===== config.mk =====
export PLATFORM = sky130hd
export DESIGN_NAME = vga_stream_tx
export DESIGN_NICKNAME = d
export VERILOG_FILES = /design/src/rtl/vga_stream_tx.sv
export SDC_FILE = /design/constraint.sdc
export NUM_CORES = 1
export LEC_CHECK = 0
export CAP_MARGIN = 20
export CORE_ASPECT_RATIO = 1.4
export CORE_MARGIN = 4
export CORE_UTILIZATION = 40
export DETAILED_ROUTE_END_ITERATION = 7
export PLACE_DENSITY = 0.75
export SLEW_MARGIN = 10
export SYNTH_ARGS = -nofsm -noshare
export SYNTH_HDL_FRONTEND = slang
export SYNTH_SLANG_ARGS = --single-unit
export TNS_END_PERCENT = 100

===== constraint.sdc =====
create_clock -name clk -period 2.5 [get_ports clk]
set_input_delay 0.5 -clock clk [delete_from_list [all_inputs] [get_ports clk]]
set_output_delay 0.5 -clock clk [all_outputs]
set_load 0.03 [all_outputs]

===== src/rtl/vga_stream_tx.sv =====
// VGA timing transmitter: blanking-first line/frame timing, pixel request
// toward an upstream source, and aligned RGB output with underflow fill.
module vga_stream_tx #(
    parameter int unsigned H_ACTIVE = 640,
    parameter int unsigned H_FP     = 16,
    parameter int unsigned H_SYNC   = 96,
    parameter int unsigned H_BP     = 48,
    parameter int unsigned V_ACTIVE = 480,
    parameter int unsigned V_FP     = 10,
    parameter int unsigned V_SYNC   = 2,
    parameter int unsigned V_BP     = 33,
    parameter logic [23:0] FILL_RGB = 24'hFF00FF
) (
    input  logic        clk,
    input  logic        rst,
    input  logic [7:0]  iVGA_R,
    input  logic [7:0]  iVGA_G,
    input  logic [7:0]  iVGA_B,
    input  logic        iRGB_VALID,
    output logic        oREQ,
    output logic        VGA_HS,
    output logic        VGA_VS,
    output logic        VGA_BLANK_N,
    output logic [12:0] VGA_H_CNT,
    output logic [12:0] VGA_V_CNT,
    output logic [7:0]  oVGA_R,
    output logic [7:0]  oVGA_G,
    output logic [7:0]  oVGA_B,
    output logic        oFRAME_START,
    output logic        oUNDERFLOW
);

    localparam int unsigned CW      = 13;
    localparam int unsigned H_BLANK = H_FP + H_SYNC + H_BP;
    localparam int unsigned H_TOTAL = H_BLANK + H_ACTIVE;
    localparam int unsigned V_BLANK = V_FP + V_SYNC + V_BP;
    localparam int unsigned V_TOTAL = V_BLANK + V_ACTIVE;

    // Stage 0: raster counters
    logic [CW-1:0] hc_q, hc_d;
    logic [CW-1:0] vc_q, vc_d;

    // Stage 1: registered timing outputs
    logic [CW-1:0] h_cnt_q, v_cnt_q;
    logic          hs_q, vs_q, blank_n_q, frame_start_q;
    logic          underflow_q, underflow_d;

    // Stage-0 decodes
    logic hsync_c, vsync_c, active_c, frame_c;

    // Raster counter next-state: hc wraps every line, vc steps on each hc wrap
    always_comb begin
        hc_d = hc_q + CW'(1);
        vc_d = vc_q;
        if (hc_q == CW'(H_TOTAL - 1)) begin
            hc_d = '0;
            if (vc_q == CW'(V_TOTAL - 1)) begin
                vc_d = '0;
            end else begin
                vc_d = vc_q + CW'(1);
            end
        end
    end

    // Sync, active and frame-start decode from the stage-0 counters
    always_comb begin
        hsync_c  = (hc_q >= CW'(H_FP)) && (hc_q < CW'(H_FP + H_SYNC));
        vsync_c  = (vc_q >= CW'(V_FP)) && (vc_q < CW'(V_FP + V_SYNC));
        active_c = (hc_q >= CW'(H_BLANK)) && (vc_q >= CW'(V_BLANK));
        frame_c  = (hc_q == '0) && (vc_q == '0);
    end

    // Underflow is sticky within a frame; a fill on the clearing edge still sets it
    always_comb begin
        underflow_d = underflow_q;
        if (blank_n_q && !iRGB_VALID) begin
            underflow_d = 1'b1;
        end else if (frame_c) begin
            underflow_d = 1'b0;
        end
    end

    // Raster counter registers
    always_ff @(posedge clk) begin
        if (rst) begin
            hc_q <= '0;
            vc_q <= '0;
        end else begin
            hc_q <= hc_d;
            vc_q <= vc_d;
        end
    end

    // Stage-1 timing registers, one clock behind the counters
    always_ff @(posedge clk) begin
        if (rst) begin
            h_cnt_q       <= '0;
            v_cnt_q       <= '0;
            hs_q          <= 1'b1;
            vs_q          <= 1'b1;
            blank_n_q     <= 1'b0;
            frame_start_q <= 1'b0;
        end else begin
            h_cnt_q       <= hc_q;
            v_cnt_q       <= vc_q;
            hs_q          <= ~hsync_c;
            vs_q          <= ~vsync_c;
            blank_n_q     <= active_c;
            frame_start_q <= frame_c;
        end
    end

    // Underflow flag register
    always_ff @(posedge clk) begin
        if (rst) begin
            underflow_q <= 1'b0;
        end else begin
            underflow_q <= underflow_d;
        end
    end

    // Pixel output: pass-through, fill on missing data, black in blanking
    always_comb begin
        {oVGA_R, oVGA_G, oVGA_B} = 24'h0;
        if (blank_n_q) begin
            if (iRGB_VALID) begin
                {oVGA_R, oVGA_G, oVGA_B} = {iVGA_R, iVGA_G, iVGA_B};
            end else begin
                {oVGA_R, oVGA_G, oVGA_B} = FILL_RGB;
            end
        end
    end

    // Request leads the displayed pixel by one clock; held off during reset
    assign oREQ         = active_c & ~rst;
    assign VGA_HS       = hs_q;
    assign VGA_VS       = vs_q;
    assign VGA_BLANK_N  = blank_n_q;
    assign VGA_H_CNT    = h_cnt_q;
    assign VGA_V_CNT    = v_cnt_q;
    assign oFRAME_START = frame_start_q;
    assign oUNDERFLOW   = underflow_q;

endmodule


==> implementation parameters, run 1 <==
Parameter                              Value

Status
  Result of the run ... complete, no violations

Drt
  Detail-routed via count per cell ... 5.077
  1st-pass router iterations ... 4
  Detailed Route WL ... roughly 5800 microns
  Final routed wire length divided by cell count ... ~13 microns
  Post-detailed-route DRC marker count ... 0
  ANT nets after route ... 0
  First-iteration detailed-routing DRC count ... 96
  DR vias ... 2244

Worst setup path
  Worst stage delay on the critical path ... approximately 600 ps
  Chain of cells forming the critical path ... or4_4 > nor4_4 > a211oi_1 > buf_4
  Launch point of the worst reg-to-reg path ... vc_q[8]
  Timing endpoint of the critical path ... oREQ
  FF-to-FF setup slack ... between 400 and 500 ps
  Type of the setup path with the least slack ... flop to primary output
  Cell with the largest stage delay on the worst path ... sky130_fd_sc_hd__or4_4
  Kind of start point of the critical path ... flop
  Highest fanout seen on the critical path ... 8
  Reg-to-reg critical path endpoint ... vc_q[8]
  Critical path origin ... vc_q[8]
  Worst reg-to-reg path cell count ... 5
  Data required time at the worst endpoint ... around 2000 ps
  Type of element capturing the critical path ... primary output
  WP data arrival ... 1850 ps

STA
  Fin Setup TNS ... 0 ps
  Achievable Freq ... ~430 MHz
  Hold Slack ... between 400 and 500 ps
  RSZ-0062 raised after global routing ... no
  Final setup violation count ... 0
  Worst-case headroom to the max-slew limit ... approximately 62%
  Final worst path period need ... between 2000 and 2500 ps
  Final Hold Violating Endpoints ... 0
  Pins over their slew limit ... 0
  Clock Skews ... about 7.8 ps
  Final clock period utilization by the worst path ... 93.99%
  Transition time at the pin with the least slew margin ... about 560 ps

Clock network
  Clock-pin transition on the worst setup and hold timing paths ... 60 ps
  CTS Buf Count ... 9
  Number of sinks handled by clock tree synthesis ... 57
  Clock latency of the later-clocked register in the worst-skew pair ... around 330 ps
  TritonCTS clock tree ... yes
  Clock tree root buffer cell ... sky130_fd_sc_hd__clkbuf_8
  H-tree levels ... 3
  Number of buffers on the longest clock path ... 2
  Post-CTS repair timing setup buffer count ... 0

Floorplan
  Core area ... between 5000 and 6000 sq um
  Horizontal extent of the die ... 74.93 microns
  Row Count ... 33
  Chip Height ... 101.7 microns
  I/O Pins ... 83
  Area enclosed by the die boundary ... 7620 sq um
  Starting utilization of the core area ... between 40% and 50%

Pwr
  Final total power ... 1.781 mW
  Static leakage power ... roughly 1.5 nW
  Peak supply drop ... 437.7 uV
  Power density over the cells ... between 500 and 600 nW/um^2

Global route
  Vias in the first global route ... 2039
  Wire length of the first global-routing pass ... 8990 microns
  Antenna violations before repair ... 0
  Largest net degree at the start of global routing ... 22
  Global route total overflow ... 0
  Global-route usage over all layers ... 15.33%

Placed design
  Port bufs ... a little over 80
  Instance area at placement ... 3341 sq um
  Weighted congestion at the end of routability-driven global placement ... ~0.86
  Final HPWL DP ... about 4400 microns

Logic synthesis
  Post-synthesis register bit count ... 57
  Predominant post-synthesis flop cell ... sky130_fd_sc_hd__dfxtp_1
  Leading cell types by total area after synthesis ... sky130_fd_sc_hd__dfxtp_1 45%, sky130_fd_sc_hd__nor2b_1 6.0%, sky130_fd_sc_hd__a21boi_0 5.1%
  Library cells used by synthesis ... 43
  Sequential-to-total area share from yosys stat ... 45.49%
  Dominant cell type by area after synthesis ... sky130_fd_sc_hd__dfxtp_1
  Yosys top cell area share ... between 40 and 50%
  Net Count, Synth ... about 320
  Average instance area after synthesis ... 8.833 sq um
  Cell Area, Synth ... 2509 sq um
  Dominant cell by count in the synthesized netlist ... sky130_fd_sc_hd__dfxtp_1
  Share of synthesized flip-flops with an asynchronous set or reset ... 0%
  Synth cell count leaders ... 57 x sky130_fd_sc_hd__dfxtp_1, 24 x sky130_fd_sc_hd__nor2b_1, 23 x sky130_fd_sc_hd__inv_1, 22 x sky130_fd_sc_hd__nor2_1, 17 x sky130_fd_sc_hd__a21boi_0
  Post-synth EDFFs ... 0
  Yosys warns ... 0
  Post-Synthesis Cells ... 284

Layout
  Final Instance Area ... 3536 sq um
  Final-layout fill cell count ... 540
  Net count reported at finish ... 400
  Diodes inserted ... 0
  Area added between synthesis and finish ... 40.95%
  Ratio of cells with drive above 1 in the final layout ... between 15 and 20%
  Utilization of the core after routing ... between 50% and 60%

Job
  Max cap viols ... 0

Hold path
  Tightest Hold Check Type ... flop to flop
==> report_power, final <==
| group | internal [mW] | switching (mW) | total, mW |
|---|---|---|---|
| clock | 0.409 | 0.339 | 0.748 |
| combinational | 0.0602 | 0.0501 | 0.110 |
| sequential | 0.917 | 0.00544 | 0.922 |
| total | 1.39 | 0.395 | 1.78 |
==> worst max-delay path, delay by kind of cell, from the launching register on <==
kind	cells	cell delay (ps)
flip-flops	1	370
AO/OA/AOI/OAI	1	130
buffers and inverters	1	190
AND/OR/NAND/NOR	2	820
==> through the flow <==
step | instances | setup WS, ps
CTS | 442 | 45.27
global placement | 426 | 328.4
global route | 442 | 52.40
floorplan | 284 | 350.2
finish | 442 | 150.4
detailed placement | 426 | 287.1
==> area by class of cell <==
cell class	count	area, sq um	share of cell area (%)
Inverter	23	86.33	2.442
Timing Repair Buffer	89	810.8	22.93
Clock buffer	13	158.9	4.494
Clock inverter	3	15.01	0.4246
Tap cell	70	87.58	2.477
Multi-Input combinational cell	187	1236	34.96
Sequential cell	57	1141	32.27
==> state kept, by name, summed over array words and instances (netlist names), 13 cells and up <==
register / cells
VGA_H_CNT: 13
vc_q: 13
VGA_V_CNT: 13
hc_q: 13
==> placed cells by master (no fill, tap or decap), types with 2 or more instances in the layout <==
cell type	instances
sky130_fd_sc_hd__a211oi_1	2
sky130_fd_sc_hd__a21boi_0	17
sky130_fd_sc_hd__a21oi_1	6
sky130_fd_sc_hd__a41oi_1	2
sky130_fd_sc_hd__and2_1	2
sky130_fd_sc_hd__and3_1	12
sky130_fd_sc_hd__and4_1	2
sky130_fd_sc_hd__buf_4	32
sky130_fd_sc_hd__clkbuf_1	2
sky130_fd_sc_hd__clkbuf_8	11
sky130_fd_sc_hd__clkdlybuf4s50_1	57
sky130_fd_sc_hd__clkinv_2	3
sky130_fd_sc_hd__dfxtp_1	57
sky130_fd_sc_hd__ha_1	6
sky130_fd_sc_hd__inv_1	23
sky130_fd_sc_hd__nand2_1	15
sky130_fd_sc_hd__nand2b_1	2
sky130_fd_sc_hd__nand3_1	8
sky130_fd_sc_hd__nand3b_1	2
sky130_fd_sc_hd__nand4_1	6
sky130_fd_sc_hd__nor2_1	22
sky130_fd_sc_hd__nor2b_1	24
sky130_fd_sc_hd__nor3_1	5
sky130_fd_sc_hd__nor4_4	2
sky130_fd_sc_hd__o21ai_0	6
sky130_fd_sc_hd__o21ai_1	8
sky130_fd_sc_hd__o31ai_1	7
sky130_fd_sc_hd__or2_2	2
sky130_fd_sc_hd__or3_1	5
sky130_fd_sc_hd__or4_4	2
sky130_fd_sc_hd__xnor2_1	3
sky130_fd_sc_hd__xor2_1	6
==> how the worst min path moves through the flow <==
| stage | from | endpoint | slack (ps) | cells past startpoint |
|---|---|---|---|---|
| floorplan | hc_q[0] | hc_q[0] | 430 | 1 |
| global placement | hc_q[0] | hc_q[0] | 440 | 1 |
| detailed placement | hc_q[0] | hc_q[0] | 460 | 1 |
| CTS | hc_q[0] | hc_q[0] | 480 | 1 |
| global route | hc_q[0] | hc_q[0] | 500 | 1 |
| finish | hc_q[0] | hc_q[0] | 470 | 1 |
==> what timing repair did <==
action	in CTS	in global routing
pin swaps	0	0
gates resized for setup	2	2
hold buffers	0	0
setup endpoints to repair	1	1
==> cells by family after synthesis <==
kind of cell | share of synthesized area (%)
flip-flops | 45.49
adder cells (fa/ha/maj) | 2.992
buffers and inverters | 6.085
AND/OR/NAND/NOR | 26.38
XOR/XNOR | 3.142
AO/OA/AOI/OAI | 15.91
==> metal layers <==
metal	GRT usage [%]	vias up	share of wire, %
met1	15.86	1005	36
met3	5.859	8	12
met4	5.890	0	1.3
met2	27.25	96	50
met5	0	-	0
li1	-	1135	-
No activity file was read; power rests on OpenSTA's default activity.
==> run 2: changes to the inputs <==
CORE_UTILIZATION = 35   (was 40)
PLACE_DENSITY = 0.68   (was 0.75)
clock period = 2.65 ns   (was 2.5 ns; I/O delays follow)
==> run 2 against run 1 <==
- sequential cell count stayed put
- register-to-register slack better by 140 ps
- via count is 2.2% higher
- first-iteration DRC count is 31% lower
- global-route usage is 0.31 points lower
- total power is 2.3% lower
- routed wire length is 8.5% higher
==> implementation parameters, run 2 (synthesized netlist as in run 1, its figures left out) <==
Parameter                              Value

Floorplan
  Row Count ... 36 (was 33)
  Horizontal extent of the die ... 79.55 microns (was 74.93 microns)
  I/O Pins ... 83 (unchanged)
  Area enclosed by the die boundary ... 8605 sq um (was 7620 sq um)
  Starting utilization of the core area ... 35.93% (was 41.90%)
  Core area ... 6982 sq um (was 5987 sq um)
  Chip Height ... 108.2 microns (was 101.7 microns)

Placed design
  Worst-case setup slack after placement ... 421.7 ps (was 287.1 ps)
  Final HPWL DP ... 4686 microns (was 4407 microns)
  Weighted congestion at the end of routability-driven global placement ... 0.8161 (was 0.8595)
  Instance area at placement ... 3364 sq um (was 3341 sq um)
  Port bufs ... 82 (unchanged)

Clock network
  Number of sinks handled by clock tree synthesis ... 57 (unchanged)
  CTS Buf Count ... 9 (unchanged)
  Clock latency of the later-clocked register in the worst-skew pair ... 340 ps (was 330 ps)
  Number of buffers on the longest clock path ... 2 (unchanged)
  H-tree levels ... 3 (unchanged)
  Post-CTS repair timing setup buffer count ... 0 (unchanged)
  Clock-pin transition on the worst setup and hold timing paths ... 60 ps (about the same)
  Clock tree root buffer cell ... sky130_fd_sc_hd__clkbuf_8 (unchanged)
  TritonCTS clock tree ... yes (unchanged)
  CTS hold repair buffers ... 0 (unchanged)

Drt
  DR vias ... 2294 (was 2244)
  First-iteration detailed-routing DRC count ... 66 (was 96)
  Post-detailed-route DRC marker count ... 0 (unchanged)
  ANT nets after route ... 0 (unchanged)
  Detail-routed via count per cell ... 4.923 (was 5.077)
  Final routed wire length divided by cell count ... 13.51 microns (was 13.12 microns)
  Detailed Route WL ... 6296 microns (was 5801 microns)
  1st-pass router iterations ... 4 (unchanged)

Worst setup path
  FF-to-FF setup slack ... 600 ps (was 460 ps)
  Type of element capturing the critical path ... primary output (unchanged)
  Type of the setup path with the least slack ... flop to primary output (unchanged)
  WP data arrival ... 1970 ps (was 1850 ps)
  Highest fanout seen on the critical path ... 5 (was 8)
  Kind of start point of the critical path ... flop (unchanged)
  Data required time at the worst endpoint ... 2120 ps (was 2000 ps)
  Worst reg-to-reg path cell count ... 5 (unchanged)

Layout
  Utilization of the core after routing ... 51.06% (was 59.06%)
  Diodes inserted ... 0 (unchanged)
  Area taken by flip-flops and latches ... 1141 sq um (unchanged)
  Final-layout fill cell count ... 657 (was 540)
  Area added between synthesis and finish ... 42.09% (was 40.95%)
  Ratio of cells with drive above 1 in the final layout ... 14.82% (was 15.05%)
  Final Instance Area ... 3565 sq um (was 3536 sq um)
  Net count reported at finish ... 399 (was 400)
  Leading cell types in the layout, fill and taps excluded ... 57 x sky130_fd_sc_hd__dfxtp_1, 57 x sky130_fd_sc_hd__clkdlybuf4s50_1, 31 x sky130_fd_sc_hd__buf_4 (was 57 x sky130_fd_sc_hd__dfxtp_1, 57 x sky130_fd_sc_hd__clkdlybuf4s50_1, 32 x sky130_fd_sc_hd__buf_4)
  Area of the multi-input gates ... 1222 sq um (was 1236 sq um)

Pwr
  Peak supply drop ... 366.1 uV (was 437.7 uV)
  Power density over the cells ... 487.9 nW/um^2 (was 503.6 nW/um^2)
  Static leakage power ... 1.450 nW (was 1.453 nW)

Global route
  Wire length of the first global-routing pass ... 9977 microns (was 8990 microns)
  Antenna violations before repair ... 0 (unchanged)
  Vias in the first global route ... 2176 (was 2039)
  Largest net degree at the start of global routing ... 26 (was 22)
  Global route total overflow ... 0 (unchanged)
  Global-route usage over all layers ... 15.02% (was 15.33%)

STA
  Final clock period utilization by the worst path ... between 90% and 100%
  Hold Slack ... 477.2 ps (was 471.1 ps)
  Crit path setup slack, layout ... 148.6 ps (was 150.4 ps)
  Achievable Freq ... between 300 and 400 MHz
  Transition time at the pin with the least slew margin ... 650.1 ps (was 563.9 ps)
  Pins over their slew limit ... 0 (unchanged)
  Clock Skews ... 6.673 ps (was 7.763 ps)
  Fin Setup TNS ... 0 ps (unchanged)
  Final worst path period need ... between 2000 and 3000 ps
  Final setup violation count ... 0 (unchanged)
  RSZ-0062 raised after global routing ... no (unchanged)
  Worst-case headroom to the max-slew limit ... 56.50% (was 62.28%)
  Final Hold Violating Endpoints ... 0 (unchanged)

Job
  Max cap viols ... 0 (unchanged)

Status
  Result of the run ... complete, no violations (unchanged)

Hold path
  Tightest Hold Check Type ... flop to flop (unchanged)
  Number of cells on the worst hold path ... 1 (unchanged)
[run 2: cell count changes in the layout (fill, tap and decap cells not counted), sizes merged]
cell,delta
clkbuf,+1
clkinv,-1
buf,-1
[run 2: power breakdown]
group | switching (mW) | internal (mW) | leakage, nW | total, mW
registers | 0.00518 | 0.865 | 0.460 | 0.870
logic | 0.0472 | 0.0558 | 0.887 | 0.103
clock network | 0.328 | 0.438 | 0.102 | 0.766
total | 0.380 | 1.36 | 1.45 | 1.74
[run 2: area by class of cell]
type / count / share of cell area, %
Clock buffer: 14 / 5.125
Clock inverter: 2 / 0.2808
Tap cell: 95 / 3.335
Timing Repair Buffer: 88 / 22.53
Sequential cell: 57 / 32.01
Inverter: 23 / 2.422
Multi-Input combinational cell: 187 / 34.29
[run 2: worst paths after layout]
| check | end | start |
|---|---|---|
| hold reg to reg | hc_q[0] | hc_q[0] |
| setup reg to reg | vc_q[12] | vc_q[8] |
| setup / recovery | oREQ | hc_q[10] |
| hold / removal | hc_q[0] | hc_q[0] |
[run 2: through the flow]
stage,instances,power [mW]
floorplan,284,0.9345
global placement,450,0.9926
detailed placement,450,0.9934
CTS,466,1.762
global route,466,1.805
finish,466,1.739
[run 2: worst max-delay path: stages (launching register included)]
cell                        delay, ps
sky130_fd_sc_hd__dfxtp_1          340
sky130_fd_sc_hd__or3_1            410
sky130_fd_sc_hd__a2111oi_1        580
sky130_fd_sc_hd__a211oi_1         100
sky130_fd_sc_hd__buf_4            200
[run 2: repair_timing]
item | 4_1_cts | 5_1_grt
endpoints found under the setup margin | 0 | 1
endpoints found under the hold margin | 0 | 0
resized for setup | 0 | 2
[run 2: metal layers]
layer	up-vias	global-route usage, %	routed length (microns)
met4	0	7.740	157
met1	1050	13.92	2300
met3	12	6.083	645
met5	-	0	0
met2	97	27.66	3193
li1	1135	-	-
==> run 3: changes to the inputs <==
CORE_UTILIZATION = 46   (was 35)
PLACE_DENSITY = 0.84   (was 0.68)
==> run 3 against run 2 <==
- cell count down 6.7%
- clock skew down 2.1 ps
- design area up 0.18%
- sequential share of layout area down 0.056 points
- register-to-register slack better by 20 ps
- combinational power about the same
- clock power up 21%
- die area down 22%
- largest cell class unchanged
- via count down 1.0%
- critical path depth unchanged
- first-iteration DRC count down 30%
- non-clock buffer count down 1
==> implementation parameters, run 3 (synthesized netlist as in run 1, its figures left out) <==
Parameter                              Value

Floorplan
  Horizontal extent of the die ... 70.42 microns (was 79.55 microns)
  Area enclosed by the die boundary ... 6716 sq um (was 8605 sq um)
  I/O Pins ... 83 (unchanged)
  Starting utilization of the core area ... 47.91% (was 35.93%)
  Core area ... 5236 sq um (was 6982 sq um)
  Row Count ... 31 (was 36)
  Chip Height ... 95.38 microns (was 108.2 microns)

STA
  Clock Skews ... 4.528 ps (was 6.673 ps)
  Achievable Freq ... 410.4 MHz (was 399.8 MHz)
  Hold Slack ... 485.3 ps (was 477.2 ps)
  Final worst path period need ... 2437 ps (was 2501 ps)
  Final clock period utilization by the worst path ... 91.95% (was 94.39%)
  Final Hold Violating Endpoints ... 0 (unchanged)
  Fin Setup TNS ... 0 ps (unchanged)
  Final setup violation count ... 0 (unchanged)
  Worst-case headroom to the max-slew limit ... 56.94% (was 56.50%)
  Crit path setup slack, layout ... 213.4 ps (was 148.6 ps)
  Pins over their slew limit ... 0 (unchanged)
  RSZ-0062 raised after global routing ... no (unchanged)
  Transition time at the pin with the least slew margin ... 643.5 ps (was 650.1 ps)

Worst setup path
  Data required time at the worst endpoint ... 2120 ps (about the same)
  WP data arrival ... 1910 ps (was 1970 ps)
  Launch point of the worst reg-to-reg path ... vc_q[6] (was vc_q[8])
  Type of the setup path with the least slack ... flop to primary output (unchanged)
  Type of element capturing the critical path ... primary output (unchanged)
  Kind of start point of the critical path ... flop (unchanged)
  Critical path origin ... vc_q[8] (was hc_q[10])
  Highest fanout seen on the critical path ... 8 (was 5)

Placed design
  Port bufs ... 82 (unchanged)
  Final HPWL DP ... 4426 microns (was 4686 microns)
  Instance area at placement ... 3321 sq um (was 3364 sq um)
  Worst-case setup slack after placement ... 325.0 ps (was 421.7 ps)
  Weighted congestion at the end of routability-driven global placement ... 0.8754 (was 0.8161)

Clock network
  Clock tree root buffer cell ... sky130_fd_sc_hd__clkbuf_8 (unchanged)
  Number of buffers on the longest clock path ... 2 (unchanged)
  Clock latency of the later-clocked register in the worst-skew pair ... 330 ps (was 340 ps)
  Number of sinks handled by clock tree synthesis ... 57 (unchanged)
  TritonCTS clock tree ... yes (unchanged)
  CTS Buf Count ... 9 (unchanged)
  Post-CTS repair timing setup buffer count ... 0 (unchanged)
  H-tree levels ... 3 (unchanged)
  CTS hold repair buffers ... 0 (unchanged)
  Clock-pin transition on the worst setup and hold timing paths ... 60 ps (about the same)

Drt
  First-iteration detailed-routing DRC count ... 46 (was 66)
  Metal1 wirelength ... 2240 microns (was 2300 microns)
  ANT nets after route ... 0 (unchanged)
  Post-detailed-route DRC marker count ... 0 (unchanged)
  Final routed wire length divided by cell count ... 13.79 microns (was 13.51 microns)
  Detail-routed via count per cell ... 5.218 (was 4.923)
  Routed wl met3 ... 594 microns (was 645 microns)
  1st-pass router iterations ... 4 (unchanged)
  Met2 wire length ... 3069 microns (was 3193 microns)
  Detailed Route WL ... 5997 microns (was 6296 microns)
  Highest signal layer in the routed design ... met4 (unchanged)
  DR vias ... 2270 (was 2294)

Global route
  Vias in the first global route ... 2142 (was 2176)
  Largest net degree at the start of global routing ... 27 (was 26)
  Wire length of the first global-routing pass ... 9936 microns (was 9977 microns)
  Antenna violations before repair ... 0 (unchanged)
  Global-route usage over all layers ... 18.83% (was 15.02%)
  Global route total overflow ... 0 (unchanged)

Job
  Max cap viols ... 0 (unchanged)

Pwr
  Peak supply drop ... 408.2 uV (was 366.1 uV)
  Power density over the cells ... 532.3 nW/um^2 (was 487.9 nW/um^2)
  Static leakage power ... 1.465 nW (was 1.450 nW)

Layout
  Final Instance Area ... 3571 sq um (was 3565 sq um)
  Area added between synthesis and finish ... 42.34% (was 42.09%)
  Ratio of cells with drive above 1 in the final layout ... 14.63% (was 14.82%)
  Leading cell types in the layout, fill and taps excluded ... 57 x sky130_fd_sc_hd__dfxtp_1, 57 x sky130_fd_sc_hd__clkdlybuf4s50_1, 30 x sky130_fd_sc_hd__buf_4 (was 57 x sky130_fd_sc_hd__dfxtp_1, 57 x sky130_fd_sc_hd__clkdlybuf4s50_1, 31 x sky130_fd_sc_hd__buf_4)
  Diodes inserted ... 0 (unchanged)
  Net count reported at finish ... 398 (was 399)

Status
  Result of the run ... complete, no violations (unchanged)

Hold path
  Start point of the worst hold path ... hc_q[0] (unchanged)
  Tightest Hold Check Type ... flop to flop (unchanged)
[run 3: changes by cell type in the layout (fill, tap and decap cells not counted)]
cell                        change
sky130_fd_sc_hd__clkbuf_8       -1
sky130_fd_sc_hd__clkinv_2       -2
sky130_fd_sc_hd__nor4_4         +1
sky130_fd_sc_hd__nor4_2         -1
sky130_fd_sc_hd__bufinv_16      +2
sky130_fd_sc_hd__a2111oi_2      +1
sky130_fd_sc_hd__a2111oi_1      -1
sky130_fd_sc_hd__buf_4          -1
[run 3: final timing paths]
kind	end	slack, ps	cells past startpoint
setup reg to reg	vc_q[12]	620	5
hold / removal	hc_q[0]	490	1
hold reg to reg	hc_q[0]	490	1
setup / recovery	oREQ	210	4
[run 3: critical path, stage by stage (launching register included)]
cell,delay (ps)
sky130_fd_sc_hd__dfxtp_1,370
sky130_fd_sc_hd__or4_4,600
sky130_fd_sc_hd__nor4_4,270
sky130_fd_sc_hd__a211oi_1,150
sky130_fd_sc_hd__buf_4,190
[run 3: cell type report]
cell class / count / area [sq um]
Clock inverter: 2 / 60.06
Tap cell: 66 / 82.58
Inverter: 23 / 86.33
Clock buffer: 13 / 168.9
Sequential cell: 57 / 1141
Timing Repair Buffer: 87 / 795.8
Multi-Input combinational cell: 187 / 1236
Fill cell: 409 / 1665
[run 3: repair_timing]
item	CTS	global route
gates resized for setup	1	3
endpoints found under the hold margin	0	0
setup endpoints to repair	1	1
[run 3: power by group]
group	switching (mW)	total [mW]	leakage [nW]	internal, mW
clock	0.325	0.927	0.116	0.602
combinational	0.0477	0.104	0.889	0.0559
sequential	0.00547	0.870	0.460	0.865
[run 3: metal layers]
layer  track usage, %  vias to the layer above
met1            19.04                     1033
li1                 -                     1134
met4            6.869                        0
met3            7.911                        9
met5                0                        -
met2            34.38                       94
[run 3: metrics by stage]
stage	utilization, %	total power [mW]	cells
4_1_cts	67.91	1.919	435
3_5_place_dp	63.42	0.9928	420
6_report	68.20	1.901	435
3_3_place_gp	63.42	0.9909	420
2_1_floorplan	-	0.9345	284
5_1_grt	68.20	1.974	435
